### src/rtl/spawn_scheduler_if.sv
// Spawn handshake bundle between the scheduler and the three lane movers.
// Carries the per-lane request and acknowledge bits and the lane-occupied flags.
interface spawn_scheduler_if;
  logic [2:0] spawn_req;
  logic [2:0] spawn_ack;
  logic [2:0] lane_busy;

  modport master (output spawn_req, input spawn_ack, input lane_busy);
  modport slave  (input spawn_req, output spawn_ack, output lane_busy);
endinterface

### src/rtl/spawn_scheduler.sv
// Per-lane spawn sequencer: picks lanes from the LFSR value, hands out spawn requests
// and times the gap between waves. Optional difficulty ramp enabled by DIFFICULTY_RAMP_EN.
module spawn_scheduler #(
  parameter int unsigned UNIT_CYCLES     = 50_000_000,
  parameter int unsigned BASE_UNITS      = 1,
  parameter int unsigned GAP_MIN         = 25_000_000,
  parameter int unsigned RETRY_CYCLES    = 5_000_000,
  parameter int unsigned WAVES_PER_LEVEL = 8,
  parameter int unsigned LEVEL_STEP      = 5_000_000,
  parameter int unsigned LEVEL_MAX       = 15
) (
  input  logic                      Clk,
  input  logic                      Reset_n,
  input  logic                      run,
  input  logic [2:0]                rnd,
  spawn_scheduler_if.master         lanes,
  output logic [15:0]               wave_cnt,
  output logic [3:0]                level,
  output logic                      active
);

  typedef enum logic [1:0] {IDLE, GAP, PICK, REQ} state_t;

  localparam logic [31:0] UNIT_W  = 32'(UNIT_CYCLES);
  localparam logic [31:0] BASE_W  = 32'(BASE_UNITS);
  localparam logic [31:0] GAP_W   = 32'(GAP_MIN);
  localparam logic [31:0] RETRY_W = 32'(RETRY_CYCLES);
  localparam logic [31:0] STEP_W  = 32'(LEVEL_STEP);
  localparam logic [31:0] FIRST_W = BASE_W * UNIT_W;

  state_t      state_q, state_d;
  logic [31:0] timer_q, timer_d;
  logic [2:0]  req_q, req_d;
  logic [2:0]  r_q, r_d;
  logic [15:0] wave_q, wave_d;
  logic [2:0]  pick_mask;
  logic        wave_done;
  logic [3:0]  level_d;

  function automatic logic [2:0] decode_lanes(input logic [2:0] v);
    case (v)
      3'b000:  return 3'b001;
      3'b001:  return 3'b010;
      3'b010:  return 3'b100;
      3'b011:  return 3'b011;
      3'b100:  return 3'b101;
      3'b101:  return 3'b110;
      3'b110:  return 3'b101;
      default: return 3'b011;
    endcase
  endfunction

  // Underflow of the level cut clamps to the floor rather than wrapping.
  function automatic logic [31:0] wave_gap(input logic [2:0] r, input logic [3:0] lvl);
    logic [31:0] span;
    logic [31:0] cut;
    span = (BASE_W + 32'(r)) * UNIT_W;
    cut  = 32'(lvl) * STEP_W;
    if (cut >= span) return GAP_W;
    if ((span - cut) < GAP_W) return GAP_W;
    return span - cut;
  endfunction

  assign pick_mask = decode_lanes(rnd) & ~lanes.lane_busy;
  assign wave_done = run && (state_q == REQ) && (req_q == 3'b000);

  always_comb begin
    // NOTE: every output of this block gets a default first so no path infers a latch.
    state_d = state_q;
    timer_d = timer_q;
    req_d   = req_q;
    r_d     = r_q;
    wave_d  = wave_q;
    if (!run) begin
      state_d = IDLE;
      req_d   = 3'b000;
    end else begin
      case (state_q)
        IDLE: begin
          state_d = GAP;
          timer_d = FIRST_W;
        end
        GAP: begin
          timer_d = timer_q - 32'd1;
          if (timer_q <= 32'd1) state_d = PICK;
        end
        PICK: begin
          r_d = rnd;
          if (pick_mask == 3'b000) begin
            state_d = GAP;
            timer_d = RETRY_W;
          end else begin
            state_d = REQ;
            req_d   = pick_mask;
          end
        end
        REQ: begin
          if (req_q == 3'b000) begin
            state_d = GAP;
            wave_d  = wave_q + 16'd1;
            timer_d = wave_gap(r_q, level_d);
          end else begin
            req_d = req_q & ~lanes.spawn_ack;
          end
        end
        default: state_d = IDLE;
      endcase
    end
  end

  // NOTE: sequential state uses non-blocking assignments so all registers update together.
  always_ff @(posedge Clk or negedge Reset_n) begin
    if (!Reset_n) begin
      state_q <= IDLE;
      timer_q <= '0;
      req_q   <= '0;
      r_q     <= '0;
      wave_q  <= '0;
    end else begin
      state_q <= state_d;
      timer_q <= timer_d;
      req_q   <= req_d;
      r_q     <= r_d;
      wave_q  <= wave_d;
    end
  end

`ifdef DIFFICULTY_RAMP_EN
  localparam int unsigned LW = (WAVES_PER_LEVEL > 1) ? $clog2(WAVES_PER_LEVEL) : 1;

  logic [3:0]    level_q;
  logic [LW-1:0] lvl_waves_q, lvl_waves_d;

  always_comb begin
    level_d     = level_q;
    lvl_waves_d = lvl_waves_q;
    if (wave_done) begin
      if (lvl_waves_q == LW'(WAVES_PER_LEVEL - 1)) begin
        lvl_waves_d = '0;
        if (level_q < 4'(LEVEL_MAX)) level_d = level_q + 4'd1;
      end else begin
        lvl_waves_d = lvl_waves_q + LW'(1);
      end
    end
  end

  always_ff @(posedge Clk or negedge Reset_n) begin
    if (!Reset_n) begin
      level_q     <= '0;
      lvl_waves_q <= '0;
    end else begin
      level_q     <= level_d;
      lvl_waves_q <= lvl_waves_d;
    end
  end

  assign level = level_q;
`else
  assign level_d = 4'd0;
  assign level   = 4'd0;
`endif

  assign lanes.spawn_req = req_q;
  assign wave_cnt        = wave_q;
  assign active          = (state_q != IDLE);

endmodule

### src/flat_wrapper.sv
// flat-port wrapper written by rule: the top's interface ports become plain ports
module spawn_scheduler_flat 
#(
  parameter int unsigned UNIT_CYCLES     = 50_000_000,
  parameter int unsigned BASE_UNITS      = 1,
  parameter int unsigned GAP_MIN         = 25_000_000,
  parameter int unsigned RETRY_CYCLES    = 5_000_000,
  parameter int unsigned WAVES_PER_LEVEL = 8,
  parameter int unsigned LEVEL_STEP      = 5_000_000,
  parameter int unsigned LEVEL_MAX       = 15
)
  (Clk, Reset_n, run, rnd, wave_cnt, level, active, lanes_spawn_req, lanes_spawn_ack, lanes_lane_busy);
  spawn_scheduler_if lanes_i ();
  input  logic Clk;
  input  logic Reset_n;
  input  logic run;
  input  logic [2:0] rnd;
  output logic [15:0] wave_cnt;
  output logic [3:0] level;
  output logic active;
  output wire logic [$bits(lanes_i.spawn_req)-1:0] lanes_spawn_req;
  input wire logic [$bits(lanes_i.spawn_ack)-1:0] lanes_spawn_ack;
  input wire logic [$bits(lanes_i.lane_busy)-1:0] lanes_lane_busy;
  assign lanes_spawn_req = lanes_i.spawn_req;
  assign lanes_i.spawn_ack = lanes_spawn_ack;
  assign lanes_i.lane_busy = lanes_lane_busy;
  spawn_scheduler #(.UNIT_CYCLES(UNIT_CYCLES), .BASE_UNITS(BASE_UNITS), .GAP_MIN(GAP_MIN), .RETRY_CYCLES(RETRY_CYCLES), .WAVES_PER_LEVEL(WAVES_PER_LEVEL), .LEVEL_STEP(LEVEL_STEP), .LEVEL_MAX(LEVEL_MAX)) u_core (.Clk(Clk), .Reset_n(Reset_n), .run(run), .rnd(rnd), .lanes(lanes_i), .wave_cnt(wave_cnt), .level(level), .active(active));
endmodule
### config.mk
export PLATFORM = sky130hd
export DESIGN_NAME = spawn_scheduler_flat
export DESIGN_NICKNAME = d
export VERILOG_FILES = /design/src/rtl/spawn_scheduler_if.sv /design/src/rtl/spawn_scheduler.sv /design/src/flat_wrapper.sv
export SDC_FILE = /design/constraint.sdc
export NUM_CORES = 1
export LEC_CHECK = 0
export ABC_CLOCK_PERIOD_IN_PS = 8200
export BUFFER_PORTS_ARGS = -buffer_cell sky130_fd_sc_hd__buf_2
export CORE_UTILIZATION = 40
export DETAILED_ROUTE_END_ITERATION = 8
export PLACE_DENSITY = 0.65
export SYNTH_ARGS = -nofsm -noshare
export SYNTH_HDL_FRONTEND = slang
export SYNTH_SLANG_ARGS = --single-unit
export TNS_END_PERCENT = 1
### constraint.sdc
create_clock -name Clk -period 8.2 [get_ports Clk]
set_input_delay 0.82 -clock Clk [delete_from_list [all_inputs] [get_ports Clk]]
set_output_delay 0.82 -clock Clk [all_outputs]
set_load 0.02 [all_outputs]
==> out/metrics.yaml, run 1 <==
run_status:
  status: "finished, final reports clean"
clock_tree:
  post_cts.repair.setup_buffers: 0
  clk_latency_ns: 0.30
  cts_made_buffers: 5
  ctsResizeCount: 0
  cts_tree: "built"
  cts_buffer_depth: 2
  cts.reportedPaths.clkPinSlew_ns: 0.08
  cts_root_buf: "clkbuf_16"
  clock-sinks: 56
  cts_hold_buf: 0
  cts.htree.levels: 2
global_routing:
  grt_usage_pct: 20.2
  antenna_found_initial: 0
  grt_pass1_wl_mm: 18.6
  grt_pass1_vias: 3614
  grt_max_degree: 57
  grt_overflow: 0
floorplan:
  die_h_um: 108
  die-area_mm2: 0.0117
  die_width_um: 108
  initial_utilization_pct: 41.3
  core-area_mm2: 0.0109
  core.rowCount: 38
  io_pins: 36
flow_run:
  drv_cap: 0
synthesis:
  synth_top_area_share_pct: 31.0
  ys_ff_latch: 56
  async_flop_share_pct: 100
  synthSimpleGateAreaFrac_pct: 21.7
  synth-main-ff-cell: "dfrtp_1"
  syn-cell-area_mm2: 0.00451
  ys_seq_area_share_pct: 31.0
  muxShareOfSynthArea_pct: 1.16
  yosysTopAreaCell: "dfrtp_1"
  yosys.area_share.xor_xnor_pct: 7.37
  synth.avg_cell_area_um2: 8.38
  syn_inst: 539
  yosys_warnings: 0
  synth_compound_gate_area_share_pct: 21.0
  ys_types: 69
  synth_top_cells_by_area: "dfrtp_1, ha_1, o21ai_0"
  synthAdderAreaFrac_pct: 12.1
  synth_top_family_by_area: "simple AND/OR/NAND/NOR gates"
  synth-edff-count: 0
timing:
  finalHoldViolations: 0
  fmax_ghz: 0.180
  slew_violations: 0
  relSlewSlack_pct: 43.2
  post-route-period-util_pct: 67.9
  post-route-min-period_ns: 5.57
  setup_viol: 0
  timing.hold.ws_ns: 0.464
  worst_slew_pin_slew_ns: 0.852
  rsz0062_at_grt: "false"
  skew_ns: 0.00418
  timing.setup.tns_ns: 0
worst_setup_path:
  cp.arrival_ns: 5.75
  crit_family: "adder cells"
  crit_chain: "ha_1 -> xor2_1 -> fa_1 -> fa_1 -> inv_1 -> ha_1 -> a21o_1 -> a31o_2 -> or3_1 -> a211o_1 -> nor4_1 -> and3_1 -> o21ai_1 -> o311ai_0"
  crit_slowest_cell: "dfrtp_1"
  worstPathMaxFanout: 16
  path_buf_inv: 1
  startpoint_type: "flop"
  path_class: "flop to flop"
  required_ns: 8.38
  slowest_delay_ns: 0.77
  end_kind: "flop"
finish:
  drive_gt1_share_pct: 10.6
  nets: 607
  multi_input_area_mm2: 0.00288
  most-common-layout-cells: "nand2_1, dfrtp_1, o21ai_0, nor2_1, inv_1"
  diodes: 0
  regArea_mm2: 0.00140
  fillers: 1081
  layout_commonest_cell: "nand2_1"
  area_growth_pct: 8.87
routing:
  viasPerCell: 5.85
  wl_met2_mm: 5.24
  ant_nets: 0
  drc_errors: 0
  drt-initial-drc-count: 374
  dr_wl_met3_um: 489
  drt-met1-wl_mm: 5.51
  drt_wl_total_mm: 11.4
  drt-pass1-iter-count: 5
  routed.top_layer: "met4"
  wl_per_cell_um: 16.4
  route.vias.total: 4076
place:
  dp.final_hpwl_mm: 8.57
  port_buffers: 31
  gp_congestion: 0.885
pwr:
  cellPowerDensity_mw_per_mm2: 163
  ir_drop_uv: 84.2
  p_leak_nw: 2.27
hold_path:
  min_path_type: "flop to flop"
state kept, by name, summed over array words and instances (netlist names):
register,count
u_core.wave_cnt,16
u_core.timer_q,32
u_core.lanes.spawn_req,3
u_core.state_q,2
u_core.r_q,3
per-layer routing:
layer | GRT usage (%) | up-vias
met4 | 5.38 | 0
met1 | 30.0 | 1986
met2 | 31.0 | 113
li1 | - | 1959
met5 | 0 | -
met3 | 2.17 | 18
path summary, 6_finish.rpt:
kind	start	to	slack (ns)	depth (start not counted)
max reg2reg	u_core.r_q[0]	u_core.timer_q[11]	2.63	14
min	u_core.wave_cnt[15]	u_core.wave_cnt[15]	0.46	1
min in group asynchronous	Reset_n	u_core.timer_q[31]	0.64	2
max	u_core.r_q[0]	u_core.timer_q[11]	2.63	14
min reg2reg	u_core.wave_cnt[15]	u_core.wave_cnt[15]	0.46	1
max in group asynchronous	Reset_n	u_core.lanes.spawn_req[1]	7.06	2
cell usage after synthesis (4+ instances only):
library cell  count
and3_1           11
xor2_1           19
o21a_1            5
clkbuf_1         20
inv_1            33
a21o_1            6
nand3_1          18
nand4_1           4
fa_1              8
xnor2_1          19
nor4_1            9
a31oi_1           9
o311ai_0          5
o211ai_1          5
o22ai_1           5
nor3_1           18
dfrtp_1          56
a21oi_1          22
nand2_1          59
nor2_1           35
a211oi_1          5
o21ai_0          48
a22o_1            5
and2_1            5
or3_1             6
ha_1             31
buf_4             4
power by group:
| group | internal [mW] | switching (mW) | leakage [nW] |
|---|---|---|---|
| Clock | 0.116 | 0.109 | 0.0719 |
| Combinational | 0.0979 | 0.165 | 1.47 |
| Sequential | 0.292 | 0.0206 | 0.733 |
kinds of logic (layout without fill, tap and decap cells):
| logic type | Yosys count | count (layout) |
|---|---|---|
| buffers and inverters | 61 | 76 |
| other | 1 | 4 |
| xor gates and xnor gates | 38 | 38 |
| and+or+nand+nor | 193 | 193 |
| muxes | 5 | 5 |
| adders and majority gates | 39 | 39 |
| AOI/OAI and AO/OA | 146 | 146 |
| DFF | 56 | 56 |
cell type report:
| cell class | count | area share [%] |
|---|---|---|
| clock buffers | 5 | 2.55 |
| clock inverters | 3 | 0.560 |
| inverters | 33 | 2.52 |
| multi-input cells | 425 | 58.5 |
| flip-flops and latches | 56 | 28.5 |
| well taps | 140 | 3.56 |
| repair buffers | 35 | 3.77 |
stage by stage:
| step | area (um^2) | power [mW] | utilization, % | instances | worst slack (ns) |
|---|---|---|---|---|---|
| floorplan | 4530 | 0.503 | - | 542 | 3.32 |
| global placement | 4760 | 0.572 | 43.5 | 689 | 2.81 |
| detailed placement | 4760 | 0.575 | 43.5 | 689 | 2.62 |
| CTS | 4910 | 0.799 | 44.9 | 697 | 2.60 |
| global route | 4910 | 0.846 | 44.9 | 697 | 2.25 |
| finish | 4910 | 0.800 | 44.9 | 697 | 2.63 |
No activity file was read; power rests on OpenSTA's default activity.
==> inputs of run 2 (changes only) <==
--- a/config.mk
+++ b/config.mk
@@ -5,7 +5,7 @@
 export SDC_FILE = /design/constraint.sdc
 export NUM_CORES = 1
 export LEC_CHECK = 0
-export ABC_CLOCK_PERIOD_IN_PS = 8200
+export ABC_CLOCK_PERIOD_IN_PS = 5500
 export BUFFER_PORTS_ARGS = -buffer_cell sky130_fd_sc_hd__buf_2
 export CORE_UTILIZATION = 40
 export DETAILED_ROUTE_END_ITERATION = 8
==> constraint.sdc (replaced) <==
create_clock -name Clk -period 5.5 [get_ports Clk]
set_input_delay 0.55 -clock Clk [delete_from_list [all_inputs] [get_ports Clk]]
set_output_delay 0.55 -clock Clk [all_outputs]
set_load 0.02 [all_outputs]
==> out/metrics.yaml, run 2 (same netlist as run 1, synthesis figures left out) <==
timing:
  rsz0062_at_grt: "false"
  skew_ns: 0.00874
  post-route-period-util_pct: 91.7
  relSlewSlack_pct: 41.2
  setup_viol: 0
  finalHoldViolations: 0
  fmax_ghz: 0.198
  slew_violations: 0
  timing.setup.tns_ns: 0
  worst_slew_pin_slew_ns: 0.882
  post-route-min-period_ns: 5.05
clock_tree:
  cts_made_buffers: 5
  cts_hold_buf: 0
  cts_root_buf: "clkbuf_16"
  cts_buffer_depth: 2
  post_cts.repair.setup_buffers: 0
  clk_latency_ns: 0.30
  ctsResizeCount: 0
  cts.htree.levels: 2
  cts.reportedPaths.clkPinSlew_ns: 0.08
  clock-sinks: 56
  cts_tree: "built"
floorplan:
  core.rowCount: 38
  initial_utilization_pct: 41.3
  die-area_mm2: 0.0117
  die_width_um: 108
  die_h_um: 108
  io_pins: 36
  core-area_mm2: 0.0109
pwr:
  p_switching_uw: 438
  p_leak_nw: 2.30
  p_int_uw: 757
  p_comb_share_pct: 33.0
  ir_drop_uv: 139
  cellPowerDensity_mw_per_mm2: 241
  switching_share_pct: 36.7
  pwr-share-seq_pct: 38.8
  pwr-share-clk_pct: 28.2
place:
  port_buffers: 31
  placedCellCount: 694
  gp_congestion: 0.936
  dp.final_hpwl_mm: 8.71
worst_setup_path:
  startpoint_type: "flop"
  end_kind: "flop"
  cp.arrival_ns: 5.23
  r2r_cells: 16
  required_ns: 5.68
  r2r_start: "u_core.r_q[0]"
  path_class: "flop to flop"
  worstPathMaxFanout: 8
  r2r-end: "u_core.timer_q[6]"
  r2r_setup_slack_ns: 0.45
finish:
  area_growth_pct: 9.65
  layout_commonest_cell: "nand2_1"
  diodes: 0
  most-common-layout-cells: "nand2_1, dfrtp_1, o21ai_0, nor2_1, inv_1"
  instances_no_fill: 702
  nets: 612
  fillers: 1085
  largest_reg_flops: 32
  regMostFlops: "u_core.timer_q"
  multi_input_area_mm2: 0.00288
  regArea_mm2: 0.00140
  drive_gt1_share_pct: 11.4
routing:
  route.vias.total: 4040
  drt-initial-drc-count: 343
  ant_nets: 0
  drc_errors: 0
  wl_per_cell_um: 16.4
  viasPerCell: 5.75
  drt_wl_total_mm: 11.5
  drt-pass1-iter-count: 5
global_routing:
  grt_util_met3_pct: 3.32
  grt_util_met1_pct: 28.8
  grt_pass1_wl_mm: 18.7
  grt_overflow: 0
  grt_usage_pct: 20.2
  grt_pass1_vias: 3699
  top_usage_layer: "met2"
  antenna_found_initial: 0
  grt_max_degree: 57
  grt.met2_usage_pct: 31.5
hold_path:
  min_path_type: "input port to async pin"
run_status:
  status: "finished, final reports clean"
flow_run:
  drv_cap: 0
[run 2: changes by cell type in the layout (fill, tap and decap cells not counted)]
cell / before / now
inv_6: 0 / 2
buf_4: 4 / 9
inv_8: 1 / 0
clkinv_4: 1 / 0
[run 2: worst max-delay path by stage]
stage                              from                 end  slack [ns]  depth (start not counted)
after floorplan           u_core.r_q[0]   u_core.timer_q[6]        0.62                         16
after global placement    u_core.r_q[0]  u_core.timer_q[11]        0.67                         16
after detailed placement  u_core.r_q[0]  u_core.timer_q[11]        0.52                         16
after CTS                 u_core.r_q[0]   u_core.timer_q[6]        0.48                         16
after global routing      u_core.r_q[0]   u_core.timer_q[6]        0.12                         16
final                     u_core.r_q[0]   u_core.timer_q[6]        0.45                         16
[run 2: worst max-delay path: stages, from the launching register on]
cell      delay (ns)
dfrtp_1         0.47
ha_1            0.25
xor2_1          0.14
buf_4           0.17
fa_1            0.56
inv_1           0.11
ha_1            0.34
ha_1            0.39
and4b_1         0.26
or4_1           0.45
a211oi_1        0.25
a211oi_1        0.12
a211o_1         0.29
nor4_1          0.42
and3_1          0.43
o21ai_1         0.14
o311ai_0        0.14
[run 2: final cells by class]
| cell class | instances | share of cell area, % |
|---|---|---|
| Clock inverter | 3 | 0.506 |
| Tap cell | 140 | 3.54 |
| Multi-Input combinational cell | 425 | 58.1 |
| Inverter | 33 | 2.50 |
| Timing Repair Buffer | 40 | 4.50 |
| Sequential cell | 56 | 28.3 |
| Clock buffer | 5 | 2.53 |
[run 2: routing by layer]
metal / vias up / routed length [um]
met3: 20 / 531
met1: 1932 / 5580
met2: 112 / 5220
met4: 0 / 211
li1: 1976 / -
met5: - / 0
[run 2: per-stage QoR]
step                instance area, um^2  hold WS [ns]  total power, mW  utilization, %  setup WS, ns
global placement                   4800         0.456            0.858            43.9         0.669
CTS                                4950         0.436             1.20            45.3         0.482
floorplan                          4530         0.254            0.751               -         0.617
global route                       4950         0.477             1.26            45.3         0.118
finish                             4950         0.386             1.19            45.3         0.454
detailed placement                 4800         0.461            0.858            43.9         0.515
[run 2: power by group through the flow]
stage	registers, mW	logic, mW	clock network (mW)
floorplan	0.466	0.285	0
CTS	0.463	0.390	0.343
global route	0.467	0.439	0.356
global placement	0.470	0.389	0
detailed placement	0.471	0.388	0
finish	0.463	0.394	0.337
